`src/rtl/cv_x_if_pkg.sv`:
```
// Shared types, opcode constants and width helpers for the CV-X-IF offload dispatcher.
package cv_x_if_pkg;

    localparam logic [6:0] OPCODE_OP_FP   = 7'h53;
    localparam logic [6:0] OPCODE_CUSTOM0 = 7'h0B;
    localparam logic [6:0] OPCODE_OP      = 7'h33;

    localparam int XDataWidth = 32;

    typedef struct packed {
        logic [4:0]            rd;
        logic [XDataWidth-1:0] data;
        logic                  error;
    } x_rsp_entry_t;

    // Width of a counter that must hold values 0..max_val inclusive.
    function automatic int cnt_width(input int max_val);
        return $clog2(max_val + 1);
    endfunction

    // Width of an index into n entries; never narrower than one bit.
    function automatic int idx_width(input int n);
        return (n > 1) ? $clog2(n) : 1;
    endfunction

endpackage

```
`src/rtl/cv32e40p_cv_x_if_rsp_fifo.sv`:
```
// Response FIFO with explicit occupancy count, so depth need not be a power of two.
module cv32e40p_cv_x_if_rsp_fifo
    import cv_x_if_pkg::*;
#(
    parameter type T     = x_rsp_entry_t,
    parameter int  Depth = 2
) (
    input  logic                       clk_i,
    input  logic                       rst_i,
    input  logic                       i_push,
    input  T                           i_data,
    input  logic                       i_pop,
    output T                           o_data,
    output logic                       o_full,
    output logic                       o_empty,
    output logic [$clog2(Depth+1)-1:0] o_count
);

    localparam int PtrW = idx_width(Depth);
    localparam int CntW = cnt_width(Depth);

    T                r_mem [Depth];
    logic [PtrW-1:0] r_wrPtr;
    logic [PtrW-1:0] r_rdPtr;
    logic [CntW-1:0] r_count;
    logic            w_doPush;
    logic            w_doPop;

    // A push into a full FIFO is legal only when the head leaves in the same cycle.
    assign w_doPop  = i_pop & !o_empty;
    assign w_doPush = i_push & (!o_full | w_doPop);

    always_ff @(posedge clk_i) begin
        if (w_doPush) begin
            r_mem[r_wrPtr] <= i_data;
        end
    end

    always_ff @(posedge clk_i or posedge rst_i) begin
        if (rst_i) begin
            r_wrPtr <= '0;
            r_rdPtr <= '0;
            r_count <= '0;
        end else begin
            if (w_doPush) begin
                r_wrPtr <= (r_wrPtr == PtrW'(Depth - 1)) ? '0 : r_wrPtr + PtrW'(1);
            end
            if (w_doPop) begin
                r_rdPtr <= (r_rdPtr == PtrW'(Depth - 1)) ? '0 : r_rdPtr + PtrW'(1);
            end
            case ({w_doPush, w_doPop})
                2'b10:   r_count <= r_count + CntW'(1);
                2'b01:   r_count <= r_count - CntW'(1);
                default: r_count <= r_count;
            endcase
        end
    end

    assign o_full  = (r_count == CntW'(Depth));
    assign o_empty = (r_count == '0);
    assign o_data  = r_mem[r_rdPtr];
    assign o_count = r_count;

endmodule

```
`src/rtl/cv32e40p_cv_x_if_dispatcher.sv`:
```
// X-interface offload dispatcher: opcode predecode, per-channel outstanding
// tracking, round-robin response arbitration and a response FIFO to the core.
module cv32e40p_cv_x_if_dispatcher
    import cv_x_if_pkg::*;
#(
    parameter int                NumAcc         = 2,
    parameter int                NumRs          = 3,
    parameter int                DataWidth      = 32,
    parameter int                MaxOutstanding = 4,
    parameter int                RspDepth       = 2,
    parameter logic [6:0]        AccOpcode [NumAcc] = '{OPCODE_OP_FP, OPCODE_CUSTOM0},
    parameter logic [NumAcc-1:0] AccWriteback   = '1
) (
    input  logic                       clk_i,
    input  logic                       rst_i,
    input  logic                       x_q_valid_i,
    output logic                       x_q_ready_o,
    input  logic [31:0]                x_q_instr_i,
    input  logic [NumRs*DataWidth-1:0] x_q_rs_i,
    input  logic [NumRs-1:0]           x_q_rs_valid_i,
    output logic                       x_k_accept_o,
    output logic                       x_k_writeback_o,
    output logic                       x_p_valid_o,
    input  logic                       x_p_ready_i,
    output logic [4:0]                 x_p_rd_o,
    output logic [DataWidth-1:0]       x_p_data_o,
    output logic                       x_p_error_o,
    output logic [NumAcc-1:0]          c_q_valid_o,
    input  logic [NumAcc-1:0]          c_q_ready_i,
    output logic [31:0]                c_q_instr_o,
    output logic [NumRs*DataWidth-1:0] c_q_rs_o,
    input  logic [NumAcc-1:0]          c_p_valid_i,
    output logic [NumAcc-1:0]          c_p_ready_o,
    input  logic [NumAcc*5-1:0]        c_p_rd_i,
    input  logic [NumAcc*DataWidth-1:0] c_p_data_i,
    input  logic [NumAcc-1:0]          c_p_error_i
);

    localparam int CntW     = cnt_width(MaxOutstanding);
    localparam int SelW     = idx_width(NumAcc);
    localparam int FifoCntW = cnt_width(RspDepth);

    typedef struct packed {
        logic [4:0]           rd;
        logic [DataWidth-1:0] data;
        logic                 error;
    } rsp_entry_t;

    logic                w_hit;
    logic [SelW-1:0]     w_sel;
    logic                w_chanOk;
    logic [NumAcc-1:0]   w_inc;
    logic [NumAcc-1:0]   w_dec;
    logic [CntW-1:0]     r_cnt [NumAcc];
    logic [SelW-1:0]     r_ptr;
    logic [SelW-1:0]     w_idx;
    logic [SelW-1:0]     w_gnt;
    logic                w_gntValid;
    logic                w_push;
    logic                w_pop;
    logic                w_full;
    logic                w_empty;
    logic [FifoCntW-1:0] w_rspCount;
    rsp_entry_t          w_pushEntry;
    rsp_entry_t          w_headEntry;

    // Descending scan so the lowest matching channel wins.
    always_comb begin
        w_hit = 1'b0;
        w_sel = '0;
        for (int i = NumAcc - 1; i >= 0; i--) begin
            if (x_q_instr_i[6:0] == AccOpcode[i]) begin
                w_hit = 1'b1;
                w_sel = SelW'(i);
            end
        end
    end

    assign w_chanOk = !rst_i & w_hit & x_q_valid_i & (&x_q_rs_valid_i)
                    & (r_cnt[w_sel] < CntW'(MaxOutstanding));

    always_comb begin
        c_q_valid_o        = '0;
        c_q_valid_o[w_sel] = w_chanOk;
    end

    // Unclaimed opcodes are consumed immediately so the core can raise its own exception.
    assign x_q_ready_o     = !rst_i & (w_hit ? (c_q_ready_i[w_sel] & c_q_valid_o[w_sel]) : x_q_valid_i);
    assign x_k_accept_o    = !rst_i & w_hit;
    assign x_k_writeback_o = !rst_i & w_hit & AccWriteback[w_sel];
    assign c_q_instr_o     = x_q_instr_i;
    assign c_q_rs_o        = x_q_rs_i;

    always_comb begin
        for (int i = 0; i < NumAcc; i++) begin
            w_inc[i] = c_q_valid_o[i] & c_q_ready_i[i];
            w_dec[i] = c_p_valid_i[i] & c_p_ready_o[i] & (r_cnt[i] != '0);
        end
    end

    always_ff @(posedge clk_i or posedge rst_i) begin
        if (rst_i) begin
            for (int i = 0; i < NumAcc; i++) begin
                r_cnt[i] <= '0;
            end
        end else begin
            for (int i = 0; i < NumAcc; i++) begin
                if (w_inc[i] && !w_dec[i]) begin
                    r_cnt[i] <= r_cnt[i] + CntW'(1);
                end else if (!w_inc[i] && w_dec[i]) begin
                    r_cnt[i] <= r_cnt[i] - CntW'(1);
                end
            end
        end
    end

    // Round-robin search starting at r_ptr; descending loop gives offset 0 top priority.
    always_comb begin
        w_gntValid = 1'b0;
        w_gnt      = r_ptr;
        w_idx      = '0;
        for (int k = NumAcc - 1; k >= 0; k--) begin
            w_idx = SelW'((int'(r_ptr) + k) % NumAcc);
            if (c_p_valid_i[w_idx]) begin
                w_gntValid = 1'b1;
                w_gnt      = w_idx;
            end
        end
    end

    assign w_pop = x_p_valid_o & x_p_ready_i;

    always_comb begin
        c_p_ready_o = '0;
        if (!rst_i && w_gntValid && (!w_full || w_pop)) begin
            c_p_ready_o[w_gnt] = 1'b1;
        end
    end

    assign w_push            = |(c_p_ready_o & c_p_valid_i);
    assign w_pushEntry.rd    = c_p_rd_i[int'(w_gnt)*5 +: 5];
    assign w_pushEntry.data  = c_p_data_i[int'(w_gnt)*DataWidth +: DataWidth];
    assign w_pushEntry.error = c_p_error_i[w_gnt];

    always_ff @(posedge clk_i or posedge rst_i) begin
        if (rst_i) begin
            r_ptr <= '0;
        end else if (w_push) begin
            r_ptr <= (w_gnt == SelW'(NumAcc - 1)) ? '0 : w_gnt + SelW'(1);
        end
    end

    cv32e40p_cv_x_if_rsp_fifo #(
        .T     (rsp_entry_t),
        .Depth (RspDepth)
    ) u_rspFifo (
        .clk_i   (clk_i),
        .rst_i   (rst_i),
        .i_push  (w_push),
        .i_data  (w_pushEntry),
        .i_pop   (w_pop),
        .o_data  (w_headEntry),
        .o_full  (w_full),
        .o_empty (w_empty),
        .o_count (w_rspCount)
    );

    assign x_p_valid_o = !w_empty;
    assign x_p_rd_o    = w_headEntry.rd;
    assign x_p_data_o  = w_headEntry.data;
    assign x_p_error_o = w_headEntry.error;

    // A response on a channel with nothing outstanding is an accelerator protocol violation.
    for (genvar i = 0; i < NumAcc; i++) begin : g_chk
        a_noSpuriousRsp: assert property (@(posedge clk_i) disable iff (rst_i)
            !(c_p_valid_i[i] && (r_cnt[i] == '0)));
        a_cntBound: assert property (@(posedge clk_i) disable iff (rst_i)
            r_cnt[i] <= CntW'(MaxOutstanding));
    end

    a_fifoBound: assert property (@(posedge clk_i) disable iff (rst_i)
        w_rspCount <= FifoCntW'(RspDepth));

endmodule

```
`config.mk`:
```
export PLATFORM = sky130hd
export DESIGN_NAME = cv32e40p_cv_x_if_dispatcher
export DESIGN_NICKNAME = d
export VERILOG_FILES = /design/src/rtl/cv_x_if_pkg.sv /design/src/rtl/cv32e40p_cv_x_if_rsp_fifo.sv /design/src/rtl/cv32e40p_cv_x_if_dispatcher.sv
export SDC_FILE = /design/constraint.sdc
export NUM_CORES = 1
export LEC_CHECK = 0
export BUFFER_PORTS_ARGS = -buffer_cell sky130_fd_sc_hd__buf_2
export CAP_MARGIN = 0
export CELL_PAD_IN_SITES_DETAIL_PLACEMENT = 1
export CELL_PAD_IN_SITES_GLOBAL_PLACEMENT = 2
export CORE_AREA = 3 3 151 153
export CTS_CLUSTER_SIZE = 24
export DETAILED_ROUTE_END_ITERATION = 10
export DIE_AREA = 0 0 154 156
export PLACE_DENSITY_LB_ADDON = 0.1
export SLEW_MARGIN = 5
export SYNTH_ARGS = -nofsm -noshare
export SYNTH_HDL_FRONTEND = slang
export SYNTH_SLANG_ARGS = --single-unit
```
`constraint.sdc`:
```
create_clock -name clk_i -period 5.15 [get_ports clk_i]
set_input_delay 1.2875 -clock clk_i [delete_from_list [all_inputs] [get_ports clk_i]]
set_output_delay 1.2875 -clock clk_i [all_outputs]
set_load 0.02 [all_outputs]
```
# Word level (Yosys, flattened, before mapping)
# Memories as Yosys holds them, arrays and structs flattened.
# Index checks and enable logic that the tools add are counted.
# totals
n_memories,1
word_cells,114
register_bits,11
mem_bits_rw,76
# classes
n_bitwise,20
n_mul,1
n_eq_ne,5
add_sub_neg,10
n_reduce_logical,24
magnitude_cmp,8
n_shift,2
muxes,37
# memory_table
memory,depth,width,read_ports,rd_ports_with_merged_regs,write_ports,line,source
u_rspFifo.r_mem,2,38,1,0,1,cv32e40p_cv_x_if_rsp_fifo.sv:22,T r_mem [Depth];
# op_table
operator,count
$shiftx A64 B7 Y32,1
$mux W1,26
$mux W3,7
$and A1 B1 Y1,16
$shiftx A10 B5 Y5,1
$logic_and A1 B1 Y1,8
$lt A1 B2 Y1 const B,4
$eq A7 B4 Y1 const B,1
$eq A7 B7 Y1 const B,1
$logic_not A1 Y1,7
$add A3 B1 Y3 const B,2
$reduce_bool A2 Y1,3
$reduce_bool A3 Y1,2
$sub A3 B1 Y3 const B,2
$add A1 B1 Y1 const B,4
$and A2 B2 Y2,2
$eq A2 B2 Y1 const B,2
$mul A1 B3 Y4 const B,1
$pmux W2 S2,1
$lt A3 B3 Y1 const B,1
$reduce_and A3 Y1,1
$add A2 B1 Y2 const B,1
$demux W1 S1,2
$eq A2 B1 Y1 const B,1
9 further kinds,10

# Longest topological paths before layout
# logic_depth
word_depth,15
depth_mapped,11
depth_no_buf,10

# Hierarchy
# From an unflattened synthesis, not the netlist that was laid out.
# hier_totals
hier_cells,370
area_unflattened_um2,4932.2
# modules_own_cells
module,area_each_um2,instances,cells_each
cv32e40p_cv_x_if_rsp_fifo,2961.6,1,143
cv32e40p_cv_x_if_dispatcher,1970.6,1,227

# Worst setup path after synthesis
# No wires, ideal clock.
# synth_timing
path_type,input port to flip-flop
startpoint,in rst_i
endpoint,mem u_rspFifo.r_mem[0][0] in the netlist's numbering (enable)
stages,3
slack_ns,1.202
required_time_ns,4.717
path_buffers,0
arrival_ns,3.515
path_cell_list,inv_1 -> o221ai_2 -> nor2_1
# synth_between
elab_chain_len,9
# synth_rtl
element,line,source
"start, declared",cv32e40p_cv_x_if_dispatcher.sv:15,"input logic rst_i,"
$logic_not A1 Y1 (no source line),-,
$logic_and A1 B1 Y1 (2 in series),cv32e40p_cv_x_if_dispatcher.sv:135,if (!rst_i && w_gntValid && (!w_full || w_pop)) begin
$mux W2,cv32e40p_cv_x_if_dispatcher.sv:135,
$and A2 B2 Y2,cv32e40p_cv_x_if_dispatcher.sv:140,assign w_push = |(c_p_ready_o & c_p_valid_i);
$reduce_or A2 Y1,cv32e40p_cv_x_if_dispatcher.sv:140,
$and A1 B1 Y1,cv32e40p_cv_x_if_rsp_fifo.sv:31,assign w_doPush = i_push & (!o_full | w_doPop);
$mux W1,cv32e40p_cv_x_if_rsp_fifo.sv:34,if (w_doPush) begin
$mux W1 (implied by the code),cv32e40p_cv_x_if_rsp_fifo.sv:35,r_mem[r_wrPtr] <= i_data;
"end, declared",cv32e40p_cv_x_if_rsp_fifo.sv:22,
# No other way between the ends.

# Worst setup path after layout
# layout_timing
startpoint,in rst_i
endpoint,out c_p_ready_o[1]
# layout_between
elab_chain_len,4
# layout_rtl
element,line,source
$logic_not A1 Y1 (no source line),-,
$logic_and A1 B1 Y1 (2 in series),cv32e40p_cv_x_if_dispatcher.sv:135,
$mux W2,cv32e40p_cv_x_if_dispatcher.sv:135,
"end, declared",cv32e40p_cv_x_if_dispatcher.sv:33,"output logic [NumAcc-1:0] c_p_ready_o,"
# No other way between the ends.

==> summary.md <==
| Metric | Value |
|---|---|
| Setup WS pre-CTS | 1060 ps |
| Final worst path period share | 76.9% |
| Leak Pwr | between 2 and 2.5 nW |
| CTS H-tree depth | 3 |
| I/O pins | between 300 and 400 |
| WL final | 13.0 mm |
| Delay of the slowest critical-path stage | between 300 and 400 ps |
| RR Startpoint | u_rspFifo.o_count[0]$_DFFE_PP0P_ |
| Layout cells sized above 1 | 65.4% |
| Final HPWL DP | roughly 10 mm |
| Crit path cell chain | buf_2 > inv_1 > o221ai_2 > nor2b_1 > buf_2 |
| Area Overhead vs Synth | 8.30% |
| Vias/cell | 3.99 |
| Power per cell area | 498 nW/um2 |
| Crit Reg-Reg Endpoint | r_cnt[2]$_DFFE_PP0P_ |
| Worst hold endpoint | u_rspFifo.o_count[1]$_DFFE_PP0P_ |
| Part of the Yosys area used for sequential elements | around half |
| Fillers | approximately 2.4k |
| Post-Layout Cell Count | roughly 670 |
| Initial antenna violation count | 0 |
| Final setup fails | 0 |
| Root Driver | clkbuf_16 |
| Die Area | 24000 um2 |
| Remaining Overflow, GRT | 0 |
| Clk sinks | 87 |
| Global-route usage over all layers | 10.5% |
| CP endpoint kind | output pin |
| Final Core Density | 25.2% |
| Distinct cell type count after synthesis | 34 |
| Vias | 2661 |
| Final non-filler cell area | between 5000 and 6000 um2 |
| CORE AREA | 21700 um2 |
| Total Nets Final | 602 |
| Routed Antenna Nets | 0 |
| Hold Startpoint | u_rspFifo.o_count[1]$_DFFE_PP0P_ |
| Top cell by count, worst path | buf_2 |
| CTS tree | built |
| Outcome | complete, no violations |
| GPL Wtd Cong | between 0.7 and 0.8 |
| Final min period | 3960 ps |
| Initial core utilization | a little under a quarter |
| Post-CTS Setup Bufs | 0 |
| Skew-Pair Late Insertion Delay | around 340 ps |
| Worst rel slew slack | roughly a third |
| Mapped Nets | 579 |
| First-pass GRT wire length | 18.8 mm |
| Antenna Cells | 0 |
| Syn avg cell area | around 14 um2 |
| Worst-path fanout max | 13 |
| Data arrival time of the worst path | 2670 ps |
| Top cells by area, synth | edfxtp_1 45%, buf_4 19%, mux2_4 11% |
| Pwr Total | 2.72 mW |
| Leading cell types in the layout, fill and taps excluded | 146 x buf_2, 76 x edfxtp_1, 40 x mux2_2 |
| Worst Setup Start Kind | input pin |
| Total negative slack | 0 ps |
| Ys async rst share | approximately an eighth |
| Top cell type by total area after synthesis | edfxtp_1 |
| Number of buffers added to fix hold violations after cts | 0 |
| WL/cell | 19.5 um |
| DRT iter0 DRCs | approximately 140 |
| Clock tree buffer depth | 2 |
| Worst min-delay path class | reg -> reg |
| M2 GR Usage | 17.0% |
| Synth Flop Type | edfxtp_1 |
| Std cell rows | between 50 and 60 |
| Mapped cell area | a little over 5000 um2 |
| Number of global-route vias before repair | roughly 3.0k |
| Post-route setup slack | around 1200 ps |
| VDD IR max | 0.000146 V |
| Gates resized, CTS repair | 0 |
| Largest net degree at the start of global routing | 40 |
| Crit-path slowest cell | inv_1 |
| Post-synth top area share | a little under half |
| GR peak layer | met2 |
| Max Freq | 253 MHz |
| Final Hold Slack | approximately 490 ps |
| Max-Cap Viols | 0 |
| R2R depth | 10 |
| CTS buffer count | 9 |
| Post-synth EDFFs | 76 |
| Placed Area | ~5100 um2 |
| Placed cell count | 651 |
| Max-slew violation count | 0 |
| Met3 Use GR | under 10% |
| RSZ-0062 raised after global routing | no |
| Remaining DRCs | 0 |
| Worst Hold Depth | 1 |
| CP required | between 3000 and 4000 ps |
| Die Y-Extent | between 150 and 200 um |
| Final Hold Vio Count | 0 |
| CP Class | in -> out |
| Post-synthesis register bit count | between 80 and 90 |
| Worst Tran Pin Value | 1030 ps |
| Most common cell after layout, fill and taps aside | buf_2 |
| Met1 Resource Use GR | a little under an eighth |
| DIE WIDTH | about 150 um |
| R2R setup slack | approximately 2600 ps |
| Synth Instances | 359 |
| TritonRoute pass-1 iters | 4 |
| Port Buffers | approximately 150 |
| Yosys Warn Count | 0 |
| Clk_skew | a little under 7 ps |
| Clock slew at reported path FFs | 70 ps |
-- layer usage --
metal	vias up	routed length [um]
met5	-	0
met4	0	305
met3	36	1560
met2	170	6260
met1	1272	4890
li1	1183	-
-- state kept, by name, summed over array words and instances (netlist names) --
register,cells
u_rspFifo.r_wrPtr,1
u_rspFifo.o_count,2
r_cnt,6
r_ptr,1
u_rspFifo.r_rdPtr,1
u_rspFifo.r_mem,76
-- cell families (layout without fill, tap and decap cells) --
group,count (synthesis),count (layout),share of synthesized area (%)
flops,87,87,50.7
buf+inv,142,170,20.8
xor+xnor,11,11,1.91
simple gates,28,28,3.02
mux,78,78,20.2
compound gates,7,7,1.61
fa+ha+maj,6,6,1.76
-- critical path: cells and delay by family --
kind	cells	cell delay, ps
AOI/OAI and AO/OA	1	380
and+or+nand+nor	1	290
buffers and inverters	3	710
-- Yosys cell counts (all sizes together), types with 2 or more instances --
cell type	n
buf	135
mux2	78
edfxtp	76
dfrtp	11
nor2	10
xor2	6
inv	5
nand2	5
xnor2	5
ha	3
nand3	3
and2	2
clkbuf	2
fa	2
nor3b	2
o311ai	2
-- layout make-up --
class	instances	area, um2	share of cell area (%)
multi-input cells	130	1460	26.6
repair buffers	149	753	13.8
inverters	5	18.8	0.343
clock buffers	9	225	4.12
clock inverters	7	105	1.92
flip-flops and latches	87	2560	46.8
well taps	280	350	6.41
-- power by group --
group | internal, mW | leakage (nW) | total, mW | switching (mW)
logic | 0.415 | 1.22 | 0.902 | 0.488
clock network | 0.432 | 0.158 | 0.720 | 0.288
registers | 0.963 | 0.833 | 1.10 | 0.135
total | 1.81 | 2.21 | 2.72 | 0.911
-- worst max path at each step --
stage | depth (start not counted) | from | to
after CTS | 5 | rst_i | c_p_ready_o[1]
after floorplan | 3 | rst_i | u_rspFifo.r_mem[0][0]$_DFFE_PP_
after global routing | 5 | rst_i | c_p_ready_o[1]
after detailed placement | 5 | rst_i | c_p_ready_o[1]
after global placement | 5 | rst_i | c_p_ready_o[1]
final | 5 | rst_i | c_p_ready_o[1]
(Power assumes the default switching activity.)
